File: config.mk
export PLATFORM = sky130hd
export DESIGN_NAME = fb_writer
export DESIGN_NICKNAME = d
export VERILOG_FILES = /design/src/rtl/display_pkg.sv /design/src/rtl/fb_wr_fifo.sv /design/src/rtl/fb_writer.sv
export SDC_FILE = /design/constraint.sdc
export NUM_CORES = 1
export LEC_CHECK = 0
export CORE_MARGIN = 5
export CORE_UTILIZATION = 50
export CTS_CLUSTER_SIZE = 24
export DETAILED_ROUTE_END_ITERATION = 6
export PLACE_DENSITY = 0.76
export SETUP_SLACK_MARGIN = 0.5
export SLEW_MARGIN = 20
export SYNTH_ARGS = -nofsm -noshare
export SYNTH_HDL_FRONTEND = slang
export SYNTH_SLANG_ARGS = --single-unit
File: constraint.sdc
create_clock -name clk -period 4 [get_ports clk]
set_input_delay 0.8 -clock clk [delete_from_list [all_inputs] [get_ports clk]]
set_output_delay 0.8 -clock clk [all_outputs]
set_load 0.02 [all_outputs]
File: src/rtl/display_pkg.sv
// Constants and controller state encoding shared by the display adapter's
// read-side and write-side controllers.
package display_pkg;

    localparam int unsigned H_ACTIVE = 640;
    localparam int unsigned V_ACTIVE = 480;
    localparam int unsigned ADDR_W   = 20;
    localparam int unsigned PX_W     = 8;

    typedef enum logic [1:0] {
        StIdle  = 2'd0,
        StWrite = 2'd1,
        StDrain = 2'd2,
        StDone  = 2'd3
    } ctrl_state_e;

endpackage

File: src/rtl/fb_wr_fifo.sv
// Two-entry synchronous FIFO that holds {address, pixel} write requests while
// the memory arbiter withholds the write port.
module fb_wr_fifo #(
    parameter int unsigned WIDTH = 28
) (
    input  logic             clk,
    input  logic             rst_n,
    input  logic             push,
    input  logic [WIDTH-1:0] push_data,
    input  logic             pop,
    output logic [1:0]       count,
    output logic [WIDTH-1:0] head
);

    logic [WIDTH-1:0] mem_q [2];
    logic             wr_ptr_q;
    logic             rd_ptr_q;
    logic [1:0]       count_q;
    logic             do_push;
    logic             do_pop;

    assign do_push = push && (count_q != 2'd2);
    assign do_pop  = pop && (count_q != 2'd0);
    assign count   = count_q;
    assign head    = mem_q[rd_ptr_q];

    always_ff @(posedge clk) begin
        if (!rst_n) begin
            mem_q[0] <= '0;
            mem_q[1] <= '0;
            wr_ptr_q <= 1'b0;
            rd_ptr_q <= 1'b0;
            count_q  <= 2'd0;
        end else begin
            if (do_push) begin
                mem_q[wr_ptr_q] <= push_data;
                wr_ptr_q        <= ~wr_ptr_q;
            end
            if (do_pop) begin
                rd_ptr_q <= ~rd_ptr_q;
            end
            case ({do_push, do_pop})
                2'b10:   count_q <= count_q + 2'd1;
                2'b01:   count_q <= count_q - 2'd1;
                default: count_q <= count_q;
            endcase
        end
    end

endmodule

File: src/rtl/fb_writer.sv
// Frame-buffer writer: accepts a host pixel stream, tracks the write position
// and stores pixels into frame memory whenever the arbiter grants the port.
module fb_writer #(
    parameter int unsigned H_ACTIVE = display_pkg::H_ACTIVE,
    parameter int unsigned V_ACTIVE = display_pkg::V_ACTIVE,
    parameter int unsigned ADDR_W   = display_pkg::ADDR_W,
    parameter int unsigned PX_W     = display_pkg::PX_W
) (
    input  logic              clk,
    input  logic              ResetN,
    input  logic              Start,
    input  logic              PxValid,
    input  logic [PX_W-1:0]   PxData,
    input  logic              PxSof,
    output logic              PxReady,
    input  logic              MemGrant,
    output logic              MemWe,
    output logic [ADDR_W-1:0] MemAddr,
    output logic [PX_W-1:0]   MemData,
    output logic [9:0]        PxOut,
    output logic [9:0]        LineOut,
    output logic              FrameDone,
    output logic              SyncErr
);
    import display_pkg::*;

    localparam int unsigned FifoW = ADDR_W + PX_W;

    ctrl_state_e       state_q, state_d;
    logic [9:0]        px_q, px_d;
    logic [9:0]        line_q, line_d;
    logic [ADDR_W-1:0] addr_q, addr_d;
    logic              sync_err_q, sync_err_d;
    logic [1:0]        fifo_count;
    logic [FifoW-1:0]  fifo_head;
    logic              accept;
    logic              sof_err;
    logic              mem_pop;
    logic [9:0]        cur_px;
    logic [9:0]        cur_line;
    logic [ADDR_W-1:0] cur_addr;
    logic              last_px;

    assign PxReady = (state_q == StWrite) && (fifo_count < 2'd2);
    assign accept  = PxValid && PxReady;
    assign sof_err = accept && PxSof && ((px_q != 10'd0) || (line_q != 10'd0));

    // A misplaced SOF pixel is written as if it were pixel (0,0) of a new frame.
    assign cur_px   = sof_err ? 10'd0 : px_q;
    assign cur_line = sof_err ? 10'd0 : line_q;
    assign cur_addr = sof_err ? '0 : addr_q;
    assign last_px  = (cur_px == 10'(H_ACTIVE - 1)) && (cur_line == 10'(V_ACTIVE - 1));

    assign mem_pop            = MemGrant && (fifo_count != 2'd0);
    assign MemWe              = mem_pop;
    assign {MemAddr, MemData} = fifo_head;
    assign PxOut              = px_q;
    assign LineOut            = line_q;
    assign FrameDone          = (state_q == StDone);
    assign SyncErr            = sync_err_q;

    fb_wr_fifo #(
        .WIDTH(FifoW)
    ) u_fifo (
        .clk      (clk),
        .rst_n    (ResetN),
        .push     (accept),
        .push_data({cur_addr, PxData}),
        .pop      (mem_pop),
        .count    (fifo_count),
        .head     (fifo_head)
    );

    always_comb begin
        state_d    = state_q;
        px_d       = px_q;
        line_d     = line_q;
        addr_d     = addr_q;
        sync_err_d = sync_err_q;
        case (state_q)
            StIdle: begin
                if (Start) begin
                    state_d    = StWrite;
                    px_d       = 10'd0;
                    line_d     = 10'd0;
                    addr_d     = '0;
                    sync_err_d = 1'b0;
                end
            end
            StWrite: begin
                if (accept) begin
                    if (sof_err) begin
                        sync_err_d = 1'b1;
                    end
                    addr_d = cur_addr + ADDR_W'(1);
                    if (cur_px == 10'(H_ACTIVE - 1)) begin
                        px_d   = 10'd0;
                        line_d = (cur_line == 10'(V_ACTIVE - 1)) ? 10'd0 : cur_line + 10'd1;
                    end else begin
                        px_d   = cur_px + 10'd1;
                        line_d = cur_line;
                    end
                    if (last_px) begin
                        state_d = StDrain;
                        addr_d  = '0;
                    end
                end
            end
            StDrain: begin
                // Leave once the final buffered pixel is popped at this edge.
                if ((fifo_count == 2'd0) || ((fifo_count == 2'd1) && mem_pop)) begin
                    state_d = StDone;
                end
            end
            StDone:  state_d = StIdle;
            default: state_d = StIdle;
        endcase
    end

    always_ff @(posedge clk) begin
        if (!ResetN) begin
            state_q    <= StIdle;
            px_q       <= 10'd0;
            line_q     <= 10'd0;
            addr_q     <= '0;
            sync_err_q <= 1'b0;
        end else begin
            state_q    <= state_d;
            px_q       <= px_d;
            line_q     <= line_d;
            addr_q     <= addr_d;
            sync_err_q <= sync_err_d;
        end
    end

endmodule

# Word-level counts from Yosys, hierarchy flattened
# Memories as Yosys holds them, arrays and structs flattened. A register that Yosys moved wholly into a read port is not among the register bits.
# Index checks and enable logic that the tools add are counted.
dict set report op_classes {
  addsub 5
  multipliers 0
  div 0
  magnitude_cmp 1
  eq_ne 14
  shift 0
  n_mux 34
  bitwise_logic 2
  n_reduce_logical 22
}
# cell count
set ops {}
lappend ops {{10-bit two-way mux} 8}
lappend ops {{20-bit two-way mux} 4}
lappend ops {{10-bit case mux with 2 select lines} 2}
lappend ops {{20-bit case mux with 2 select lines} 1}
lappend ops {{28-bit two-way mux} 1}
lappend ops {{28-bit OR reduction} 1}
lappend ops {{10-bit by 1-bit adder with 10-bit output, second input constant} 2}
lappend ops {{20-bit by 1-bit adder with 20-bit output, second input constant} 1}
lappend ops {{10-bit nonzero test} 2}
lappend ops {{2-bit != test, second input constant} 6}
lappend ops {{1-bit two-way mux} 11}
lappend ops {{10-bit equality test, second input constant} 1}
lappend ops {{10-bit by 9-bit equality test with 1-bit output, second input constant} 1}
lappend ops {{1-bit logical AND} 9}
lappend ops {{2-bit two-way mux} 4}
lappend ops {{2-bit case mux with 4 select lines} 1}
lappend ops {{4-bit AND reduction} 2}
lappend ops {{2-bit by 1-bit equality test with 1-bit output, second input constant} 3}
lappend ops {{2-bit equality test, second input constant} 3}
lappend ops {{2-bit nonzero test} 3}
lappend ops {{2-bit zero test} 2}
lappend ops {{2-bit case mux with 2 select lines} 1}
lappend ops {{3-bit AND reduction} 1}
lappend ops {{2-bit by 1-bit adder with 2-bit output, second input constant} 1}
lappend ops {{5 further kinds} 7}
dict set report totals {
  reg_bits 47
  latch_bits 0
  mem_bits_rw 56
  rom_bits 0
  inputBits 14
  word_cells 87
  memories 1
}
# name depth word_bits rd rd_clocked_by_memory_dff write_ports line_no
set memory_table {}
lappend memory_table {u_fifo.mem_q 2 28 1 1 2 fb_wr_fifo.sv:15} ;# logic [WIDTH-1:0] mem_q [2];

# Depth between registers and ports, before layout
dict set report logic_depth {
  ltp_word 11
  mapped_depth 15
}

# By module
# Synthesis repeated with hierarchy kept, for this count alone.
dict set report unflattened {
  hier_cells 550
  area_unflattened_um2 5440.2
}
# mod instances cells_each area_per_inst_um2
set by_module_without_submodules {}
lappend by_module_without_submodules {fb_writer 1 345 2726.4}
lappend by_module_without_submodules {fb_wr_fifo 1 205 2713.9}

# Worst setup path before layout
# No wires, ideal clock.
dict set report synth_timing {
  path_type {input-to-reg}
  from {input PxValid}
  to {memory u_fifo.mem_q[0][0] (enable)}
  t_arrival_ps 3314
  path_slack_ps 234
  stages 4
  cell_sequence {nand3b_1 > nor2_1 > inv_1 > o21ai_0}
}
# element line_no
set synth_rtl {}
lappend synth_rtl {{start, declared} fb_writer.sv:12} ;# input logic PxValid,
lappend synth_rtl {{end, declared} fb_wr_fifo.sv:15}

# Final worst setup path
dict set report layout_timing {
  from {input PxValid}
  to {register addr_q[10]}
}
dict set report layout_via {
  elab_chain_len 9
  word_cells_on_any_way 15
  classes_between {1 x add/sub; 3 x eq/ne; 6 x mux; 5 x reduce/logical}
}
# element line_no
set layout_rtl {}
lappend layout_rtl {{1-bit logical AND *} fb_writer.sv:45} ;# assign accept = PxValid && PxReady;
lappend layout_rtl {{branches (longest 8 deep; another with 20-bit by 1-bit adder with 20-bit output)} --}
lappend layout_rtl {{end signal, assigned} fb_writer.sv:131} ;# addr_q <= addr_d;
lappend layout_rtl {{end, declared} fb_writer.sv:32} ;# logic [ADDR_W-1:0] addr_q, addr_d;
# Mark *: on every way between the ends. The select of a mux whose other input is x is not followed.
# A chain may end at the register's enable or synchronous reset.

==> impl_metrics.tcl <==
set metrics [dict create \
    vdd_drop_max_uv 230 \
    area_growth_pct 20.5 \
    grt_max_degree 29 \
    numPortBuffers 65 \
    ff_latch_area_sq_um 2640 \
    worst_hold_path_type "flip-flop to flip-flop" \
    yosysWarningCount 0 \
    place_congestion 0.888 \
    nNetsFinal 594 \
    path_class "input pin to flip-flop" \
    multi_input_area_sq_um 2330 \
    fin_crit_sh_pct 82.5 \
    chipHeight_um 111 \
    tightest_slew_ns 0.877 \
    netlist_top_cells_area "edfxtp_1 33%, dfxtp_1 19%, and2_1 7.3%, mux2_2 6.2%, ha_1 3.0%" \
    grt_usage_pct 18.8 \
    dr.pass1.iters 4 \
    drv_cap 0 \
    io_pins 66 \
    ys_ff_latch 104 \
    route.final.wire_length_mm 11.2 \
    worstPathCellList "clkdlybuf4s50_1, nand4b_1, and2_1, ha_1, and3_1, nand4_1, nor2_1, or4_4, or4b_1, a21oi_1" \
    grt_pass1_wl_mm 19.2 \
    drc 0 \
    fin_crit_ns 3.30 \
    slew_viol_final 0 \
    die_w_um 111 \
    max_freq_mhz 303 \
    drtIter0Drc 314 \
    clockBufferDepth 2 \
    yosys.cell_count.top_type "and2_1" \
    syn_inst 499 \
    synth_cell_types 50 \
    power_density_nw_per_um2 459 \
    path_clk_slew_ns 0.09 \
    clock_skew_ns 0.00882 \
    setup_viol 0 \
    slowest_delay_ns 0.52 \
    n_fill_cell 829 \
    die_area_sq_um 12300 \
    place_inst 690 \
    path_buf_inv 1 \
    yosysTopAreaCell "edfxtp_1" \
    dp_hpwl_mm 7.53 \
    post_cts_buffers 0 \
    grt_pass1_vias 4030 \
    hold_violations 0 \
    via_per_inst 5.56 \
    required_ns 4.30 \
    p_total_w 0.00281 \
    drive_above_1_share_pct 10.5 \
    worst_setup_path_start_kind "input pin" \
    crit_family "simple AND/OR/NAND/NOR gates" \
    start_util_pct 51.5 \
    p_leak_nw 2.24 \
    final_cells 706 \
    crit_path_max_fanout 9 \
    grt_remaining_overflow 0 \
    clk_latency_ns 0.37 \
    post-route-util_pct 62.1 \
    diodes 0 \
    slew-limit-headroom_pct 41.3 \
    vias 3928 \
    synth-main-ff-cell "edfxtp_1" \
    holdBufCountCts 0 \
    synth.yosys.seq_area_share_pct 52.0 \
    rsz0062_at_grt "no" \
    tns_ns 0 \
    postSynthAreaPerCell_sq_um 10.2 \
    h-tree-depth 3 \
    synth-edff-count 56 \
    ant_nets 0 \
    coreArea_sq_um 9860 \
    ctsResizeCount 0 \
    wl_per_cell_um 15.8 \
    cts-root-buf "clkbuf_8" \
    num_rows 36 \
    dp_slack_ns 0.230 \
    setup_ws_ns 0.702 \
    end_kind "flip-flop" \
    clock-sinks 104 \
    synth_top_area_share_pct 33.1 \
    worstPathArrival_ns 3.59 \
    status "complete, no violations" \
    syn_area_sq_um 5080 \
    synth_nets 525 \
    cp_slowest_cell "or4b_1" \
    antenna_found_initial 0 \
    cts_buffers 9 \
    cts_tree "built" \
    async_flop_share_pct 0 \
    ys_top_cells_by_count "59 x and2_1, 56 x edfxtp_1, 48 x dfxtp_1" \
]
==> kinds of logic after synthesis <==
logic type               synth area share (%)
flip-flops                               52.0
multiplexers                             6.60
AO/OA/AOI/OAI                            11.2
XOR/XNOR                                 1.38
AND/OR/NAND/NOR                          23.4
buffers and inverters                    2.46
adder cells (fa/ha/maj)                  2.95
==> final timing paths <==
check | startpoint | end | slack (ns) | depth (start not counted)
worst min-delay path | SyncErr$_SDFFE_PN0P_ | SyncErr$_SDFFE_PN0P_ | 0.50 | 2
worst max register to register | state_q[1]$_SDFFE_PN0P_ | addr_q[10]$_SDFFE_PN0P_ | 0.87 | 11
worst min register to register | SyncErr$_SDFFE_PN0P_ | SyncErr$_SDFFE_PN0P_ | 0.50 | 2
worst max-delay path | PxValid | addr_q[10]$_SDFFE_PN0P_ | 0.70 | 10
==> cell usage in the layout (no fill, tap or decap), drive strengths merged, types with 6 or more instances in the layout <==
| master | synthesis | final |
|---|---|---|
| clkdlybuf4s50 | 0 | 65 |
| and2 | 59 | 59 |
| edfxtp | 56 | 56 |
| dfxtp | 48 | 48 |
| nand2 | 39 | 39 |
| nor2 | 38 | 38 |
| mux2 | 28 | 28 |
| o21ai | 25 | 25 |
| a21oi | 20 | 20 |
| nand3 | 18 | 18 |
| a31oi | 16 | 16 |
| and3 | 15 | 15 |
| inv | 13 | 13 |
| buf | 2 | 13 |
| ha | 12 | 12 |
| clkbuf | 18 | 12 |
| nor3 | 11 | 11 |
| nor4 | 7 | 7 |
| nand4 | 7 | 7 |
| or3 | 6 | 6 |
==> state kept, by name, summed over array words and instances (netlist names), named ones only <==
name and flops:
SyncErr 1, u_fifo.mem_q 56, u_fifo.count 2, LineOut 10, u_fifo.rd_ptr_q 1, u_fifo.wr_ptr_q 1, PxOut 10, state_q 2
addr_q 20
==> metrics by stage <==
step | hold slack, ns | area (sq um)
floorplan | 0.443 | 5080
global placement | 0.476 | 5930
detailed placement | 0.485 | 5930
CTS | 0.506 | 6120
global route | 0.525 | 6130
finish | 0.500 | 6130
==> power breakdown <==
part,internal (W),switching (W),leakage [nW]
Clock,0.000304,0.000343,0.100
Sequential,0.00121,0.0000408,0.969
Combinational,0.000399,0.000519,1.17
==> layer usage <==
layer | vias to the layer above | routed length, um | part of all wire, % | global-route usage [%]
met3 | 15 | 425 | 3.8 | 2.84
li1 | 1948 | - | - | -
met5 | - | 0 | 0 | 0
met2 | 95 | 5440 | 49 | 31.6
met4 | 0 | 189 | 1.7 | 7.72
met1 | 1870 | 5110 | 46 | 24.2
==> tightest hold or removal path, delay by kind of cell, from the launching register on <==
kind / cells / cell delay, ns
AOI/OAI and AO/OA: 1 / 0.05
DFF: 1 / 0.35
and+or+nand+nor: 1 / 0.07
==> area by class of cell <==
class	instances	area share, %
tap	133	2.72
clock inverter	4	0.735
inverter	13	0.796
clock buffer	12	2.37
sequential	104	43.1
timing repair buffer	78	12.2
multi-input combinational	362	38.0
No activity file was read; power rests on OpenSTA's default activity.
